[src/rtl/cond_arbiter.sv]
// Two-requester burst arbiter driving a shared counter enable (cond_o) and pulse counter.
// Define COND_ARB_FIXED_PRIO_EN for fixed priority (requester 0 wins ties); default is round robin.
`timescale 1ns/1ps
module cond_arbiter #(
  parameter int LEN_W = 4,
  parameter int CNT_W = 8
) (
  input  logic             clk_i,
  input  logic             reset_ni,
  input  logic [1:0]       req_i,
  input  logic [LEN_W-1:0] len0_i,
  input  logic [LEN_W-1:0] len1_i,
  input  logic             abort_i,
  output logic [1:0]       gnt_o,
  output logic             cond_o,
  output logic             busy_o,
  output logic [1:0]       done_o,
  output logic [CNT_W-1:0] count_o,
  output logic             state_dbg_o
);

  // valid/ready: none; req_i is a level request, observed only while IDLE,
  // and the burst owner is told it finished by a single done_o pulse.
  typedef enum logic {IDLE = 1'b0, RUN = 1'b1} state_t;

  localparam logic [LEN_W-1:0] REM_ONE = {{(LEN_W-1){1'b0}}, 1'b1};
  localparam logic [CNT_W-1:0] CNT_ONE = {{(CNT_W-1){1'b0}}, 1'b1};

  state_t           state_q, state_d;
  logic [LEN_W-1:0] rem_q, rem_d;
  logic             owner_q, owner_d;
  logic [CNT_W-1:0] count_q;
  logic             win;
  logic             grant;
  logic [1:0]       owner_oh;

`ifdef COND_ARB_FIXED_PRIO_EN
  always_comb begin
    win = 1'b0;
    if (req_i == 2'b10) win = 1'b1;
  end
`else
  logic last_q;

  always_comb begin
    win = 1'b0;
    case (req_i)
      2'b01:   win = 1'b0;
      2'b10:   win = 1'b1;
      2'b11:   win = ~last_q;
      default: win = 1'b0;
    endcase
  end

  // Reset value 1 gives requester 0 first priority on a tie.
  always_ff @(posedge clk_i or negedge reset_ni) begin
    if (!reset_ni)  last_q <= 1'b1;
    else if (grant) last_q <= win;
  end
`endif

  assign owner_oh = owner_q ? 2'b10 : 2'b01;

  always_comb begin
    state_d = state_q;
    rem_d   = rem_q;
    owner_d = owner_q;
    grant   = 1'b0;
    gnt_o   = 2'b00;
    cond_o  = 1'b0;
    busy_o  = 1'b0;
    done_o  = 2'b00;
    case (state_q)
      IDLE: begin
        if (req_i != 2'b00) begin
          grant   = 1'b1;
          state_d = RUN;
          owner_d = win;
          rem_d   = win ? len1_i : len0_i;
        end
      end
      RUN: begin
        gnt_o  = owner_oh;
        busy_o = 1'b1;
        if (rem_q != '0) begin
          cond_o = 1'b1;
          // Abort zeroes rem so the done cycle still follows.
          rem_d  = abort_i ? '0 : rem_q - REM_ONE;
        end else begin
          done_o  = owner_oh;
          state_d = IDLE;
        end
      end
      default: state_d = IDLE;
    endcase
  end

  always_ff @(posedge clk_i or negedge reset_ni) begin
    if (!reset_ni) begin
      state_q <= IDLE;
      rem_q   <= '0;
      owner_q <= 1'b0;
      count_q <= '0;
    end else begin
      state_q <= state_d;
      rem_q   <= rem_d;
      owner_q <= owner_d;
      if (cond_o) count_q <= count_q + CNT_ONE;
    end
  end

  assign count_o     = count_q;
  assign state_dbg_o = state_q;

endmodule

[config.mk]
export PLATFORM = sky130hd
export DESIGN_NAME = cond_arbiter
export DESIGN_NICKNAME = d
export VERILOG_FILES = /design/src/rtl/cond_arbiter.sv
export SDC_FILE = /design/constraint.sdc
export NUM_CORES = 1
export LEC_CHECK = 0
export ABC_AREA = 1
export CORE_ASPECT_RATIO = 1.5
export CORE_MARGIN = 4
export CORE_UTILIZATION = 45
export CTS_BUF_LIST = sky130_fd_sc_hd__clkbuf_16
export CTS_CLUSTER_DIAMETER = 120
export CTS_CLUSTER_SIZE = 40
export DETAILED_ROUTE_END_ITERATION = 12
export PLACE_DENSITY_LB_ADDON = 0.2
export REMOVE_ABC_BUFFERS = 1
export SYNTH_ARGS = -nofsm -noshare
export SYNTH_HDL_FRONTEND = slang
export SYNTH_SLANG_ARGS = --single-unit
[constraint.sdc]
create_clock -name clk_i -period 1.55 [get_ports clk_i]
set_input_delay 0.2325 -clock clk_i [delete_from_list [all_inputs] [get_ports clk_i]]
set_output_delay 0.2325 -clock clk_i [all_outputs]
set_load 0.005 [all_outputs]
* Word-level counts from Yosys, hierarchy flattened *
Cells that the tools add are included.

cells by class
  add/sub/neg operators = 2
  reduce and logical (&&, ||, !) cells = 4
  equality and inequality tests = 4
  muxes and demuxes = 16
  bitwise gates (word level) = 2

operators by type and width
  cell                   count
  $mux W4                4
  $add A8 B1 Y8 const B  1
  $mux W2                4
  $pmux W4 S2            1
  $mux W1                5
  $eq A2 B2 Y1 const B   2
  $pmux W1 S2            2
  $reduce_and A2 Y1      2
  $reduce_bool A4 Y1     1
  $sub A4 B1 Y4 const B  1
  $ne A2 B1 Y1 const B   1
  $ne A2 B2 Y1 const B   1
  $not A1 Y1             2
  $reduce_bool A2 Y1     1

storage, ports and cells
  bits in registers = 15
  bits of input ports = 13
  output and inout port bits = 15
  word-level logic and storage cells = 33

* Longest topological paths before layout *
  depth in word-level cells = 5
  depth in mapped cells = 8
  gate-level depth less buffers = 8

* Worst setup path before layout *
No wires, ideal clock.

  kind = register to register
  start point = register rem_q[0]
  end point = register rem_q[2]
  setup slack = 0.356 ns
  stages on the path, launching flop included = 9
  library setup time = 0.117 ns
  buffers on the path = 0
  data required time = 1.433 ns
  clock period less this slack = 1.194 ns
  arrival = 1.077 ns
  cells stage by stage = dfrtp_1 inv_1 ha_1 nand2_2 nand2_4 o21ai_2 inv_2 nand2_1 nand2_1

between the ends
  longest elaborated chain between the ends = 4
  elaborated cells between the ends (all ways) = 7
  those cells by class = 1 x add/sub; 1 x eq/ne; 3 x mux; 2 x reduce/logical

ends and longest elaborated chain
  what                      line  text
  start: declaration        30    logic [LEN_W-1:0] rem_q, rem_d;
  start signal: assignment  106   rem_q <= rem_d;
  $sub A4 B1 Y4             88    rem_d = abort_i ? '0 : rem_q - REM_ONE;
  $mux W4                   88
  $mux W4                   85    if (rem_q != '0) begin
  $pmux W4 S2               73    case (state_q)

Several ways; a longest one is shown, not always the timed one. The select of a mux whose other input is x is not followed.
A chain may end at the register's enable or synchronous reset.

* Worst setup path in the final report *
  start point = register state_q, in the netlist state_dbg_o
  end point = output port busy_o

between the ends
  longest elaborated chain between the ends = 1

ends and longest elaborated chain
  what                      line  text
  start: declaration        29    state_t state_q, state_d;
  start signal: assignment  105   state_q <= state_d;
  $mux W1                   73
  end: declaration          16    output logic busy_o,

Every way passes these cells.

==> impl_results.md <==
* GRT Overall Usage at 0.1715
* Reg2Reg Depth at 9
* Routed WL at ~2200 µm
* Slowest stage cell on the critical path: clkdlybuf4s50_1
* Critical path arrival at roughly 1.3 ns
* CP bufs+invs at 2
* Clk pin slew, worst setup/hold paths at approximately 0.05 ns
* Clk sink count at 15
* Via Count at ~940
* DR iter-0 viols at 11
* Starting Density at 0.4897
* Clock Path Buffers at 2
* Antenna diodes at 0
* CP top delay family: buffers and inverters
* RR Endpoint: rem_q[3]
* Largest area contributor in the netlist: dfrtp_1
* Largest net degree at the start of global routing at 11
* H-tree levels at 1
* Status: finished clean
* Slew HR at 0.7145
* Period minus WS final at approximately 1.5 ns
* Crit-path max cell delay at about 0.49 ns
* First-pass GRT wire length at 3850 µm
* Worst Clk Skew at 0.002547 ns
* First-pass iteration count of the detailed router at 4
* Post-synth cell types at 20
* Cells after Synth at roughly 130
* Synth area leaders: dfrtp_1 (38%), nand2_1 (22%), inv_1 (7.8%)
* Cell-by-cell trace of the critical path: buf_4 > clkdlybuf4s50_1
* FF/Latch Area at about 380 µm²
* Post-route worst hold slack at ~0.30 ns
* Ratio of cells with drive above 1 in the final layout at 0.1932
* Switch share at 0.3809
* Worst Setup Start Kind: flip-flop
* Syn Area/Cell at approximately 7 µm²
* Fmax at roughly 660 MHz
* Final net count at 192
* # rows at 19
* Die Wd at approximately 45 µm
* Setup ws final at around 0.046 ns
* Least-Margin Pin Slew at 0.4268 ns
* DRC violations left at 0
* # IOs at 28
* Seq/Total Area, Yosys at 0.4095
* Clock Tree Root: clkbuf_16
* Pleak at roughly 0.77 nW
* Post-Synthesis Cell Area at slightly above 900 µm²
* Multi-input logic area at ~480 µm²
* Most frequent cells in the layout: nand2_1 (53), clkdlybuf4s50_1 (23), inv_1 (18), buf_4 (15), dfrtp_1 (13)
* Post-synth top area share at 0.3810
* Core area at about 0.0019 mm²
* P_int at roughly 1.7 mW
* Final estimated routing congestion in global placement at slightly above 0.7
* Worst-Skew Late Latency at roughly 0.24 ns
* Port Buffers at 27
* Worst R2R Start: rem_q[1]
* Clock power frac at 0.174
* R2R setup slack at ~0.20 ns
* Synth Register Bits at 15
* CP required at 1.32 ns
* DP Area at between 0.001 and 0.0015 mm²
* Final Hold Viols at 0
* Fin crit share at 0.9702
* Post-detail-place hpwl at 1743 µm
* VDD IR-drop max at roughly 0.0016 V
* Die Ht at between 60 and 70 µm
* Critical-path maximum fanout at 5
* Filler cells at between 100 and 150
* Routed Antenna Nets at 0
* Critical path class: flip-flop to output pin
* Number of global-route vias before repair at 976
* Setup TNS at 0 ns
* Aggregate global routing overflow at 0
* Synth warnings at 0
* Most common cell after layout, fill and taps aside: nand2_1
* Pre-CTS setup slack at -0.09977 ns
* Comb power frac at 0.558
* Vias/cell at about 4.7
* Syn-to-layout area delta at 53.74%
* Avg WL per Cell at 11.34 µm
* Initial antenna violation count at 0
* CTS buffer count at 3
* Flop pwr share at 0.269
* MaxCap Viol Count at 0
* TritonCTS clock tree: built
* Hold/Removal Path Class: input pin to asynchronous set/reset pin
* Net Sw Power at about 1.1 mW
* Design Area, Final at between 0.001 and 0.0015 mm²
* Power Dens Cells at between 1500 and 2000 mW/mm²
* CP Capture Type: output pin
* Final setup fails at 0
* Final Max Slew Viols at 0
* Die ar. at 0.002846 mm²
* CP startpoint: state_dbg_o
[sequential cells by signal (all words and copies together), names as in the netlist]
name / flops
rem_q: 4
state_dbg_o: 1
last_q: 1
count_o: 8
owner_q: 1
[through the flow]
| stage | std cells | utilization | power, mW |
|---|---|---|---|
| 3_3_place_gp | 189 | 0.6875 | 2.172 |
| 4_1_cts | 194 | 0.7402 | 2.746 |
| 3_5_place_dp | 189 | 0.6875 | 2.207 |
| 6_report | 197 | 0.7528 | 2.796 |
| 2_1_floorplan | 130 | - | 1.458 |
| 5_1_grt | 197 | 0.7528 | 3.039 |
[per-layer routing]
metal | track usage | wire length (µm)
met3 | 0.02849 | 105
met5 | 0 | 0
met1 | 0.1881 | 847
met2 | 0.3147 | 1256
met4 | 0.05861 | 25
[area by class of cell]
type | count | share of cell area
clock buffers | 3 | 0.05310
well taps | 21 | 0.01858
inverters | 21 | 0.05575
multi-input cells | 94 | 0.3372
flip-flops and latches | 15 | 0.2673
repair buffers | 42 | 0.2655
clock inverters | 1 | 0.002655
[kinds of logic after synthesis]
logic type	Yosys count	share of synthesized area
AO/OA/AOI/OAI	3	0.02041
XOR/XNOR	3	0.02858
adder cells (fa/ha/maj)	2	0.02721
buffers and inverters	22	0.09389
flip-flops	15	0.4095
AND/OR/NAND/NOR	86	0.4204
[synth_stat cells]
master	instances
nand2_1	54
inv_1	19
dfrtp_1	14
nand3_1	11
nor2_1	7
nand3b_1	5
xor2_1	3
ha_1	2
inv_2	2
nand4_1	2
nor2_2	2
o21ai_0	2
buf_4	1
dfstp_2	1
nand2_2	1
nand2_4	1
nor2_4	1
nor3_1	1
o21ai_2	1
or2_2	1
[worst max path at each step]
stage	to	slack (ns)	cells past startpoint
floorplan	rem_q[2]	0.35	8
global placement	done_o[0]	-0.06	5
detailed placement	done_o[0]	-0.1	5
CTS	busy_o	0.003	2
global route	gnt_o[1]	-0.005	3
finish	busy_o	0.05	2
[power by group through the flow]
stage	logic, mW	registers (mW)	clock network (mW)
after floorplan	0.710	0.748	0
after global placement	1.45	0.727	0
after detailed placement	1.47	0.738	0
after CTS	1.52	0.738	0.491
after global routing	1.74	0.786	0.513
final	1.56	0.751	0.486
[repair_timing]
item | CTS | global route
buffers inserted | 1 | 3
gates resized for setup | 9 | 5
pin swaps | 1 | 1
hold buffers | 0 | 0
hold endpoints to repair | 0 | 0
endpoints found under the setup margin | 4 | 5
(Power assumes the default switching activity.)
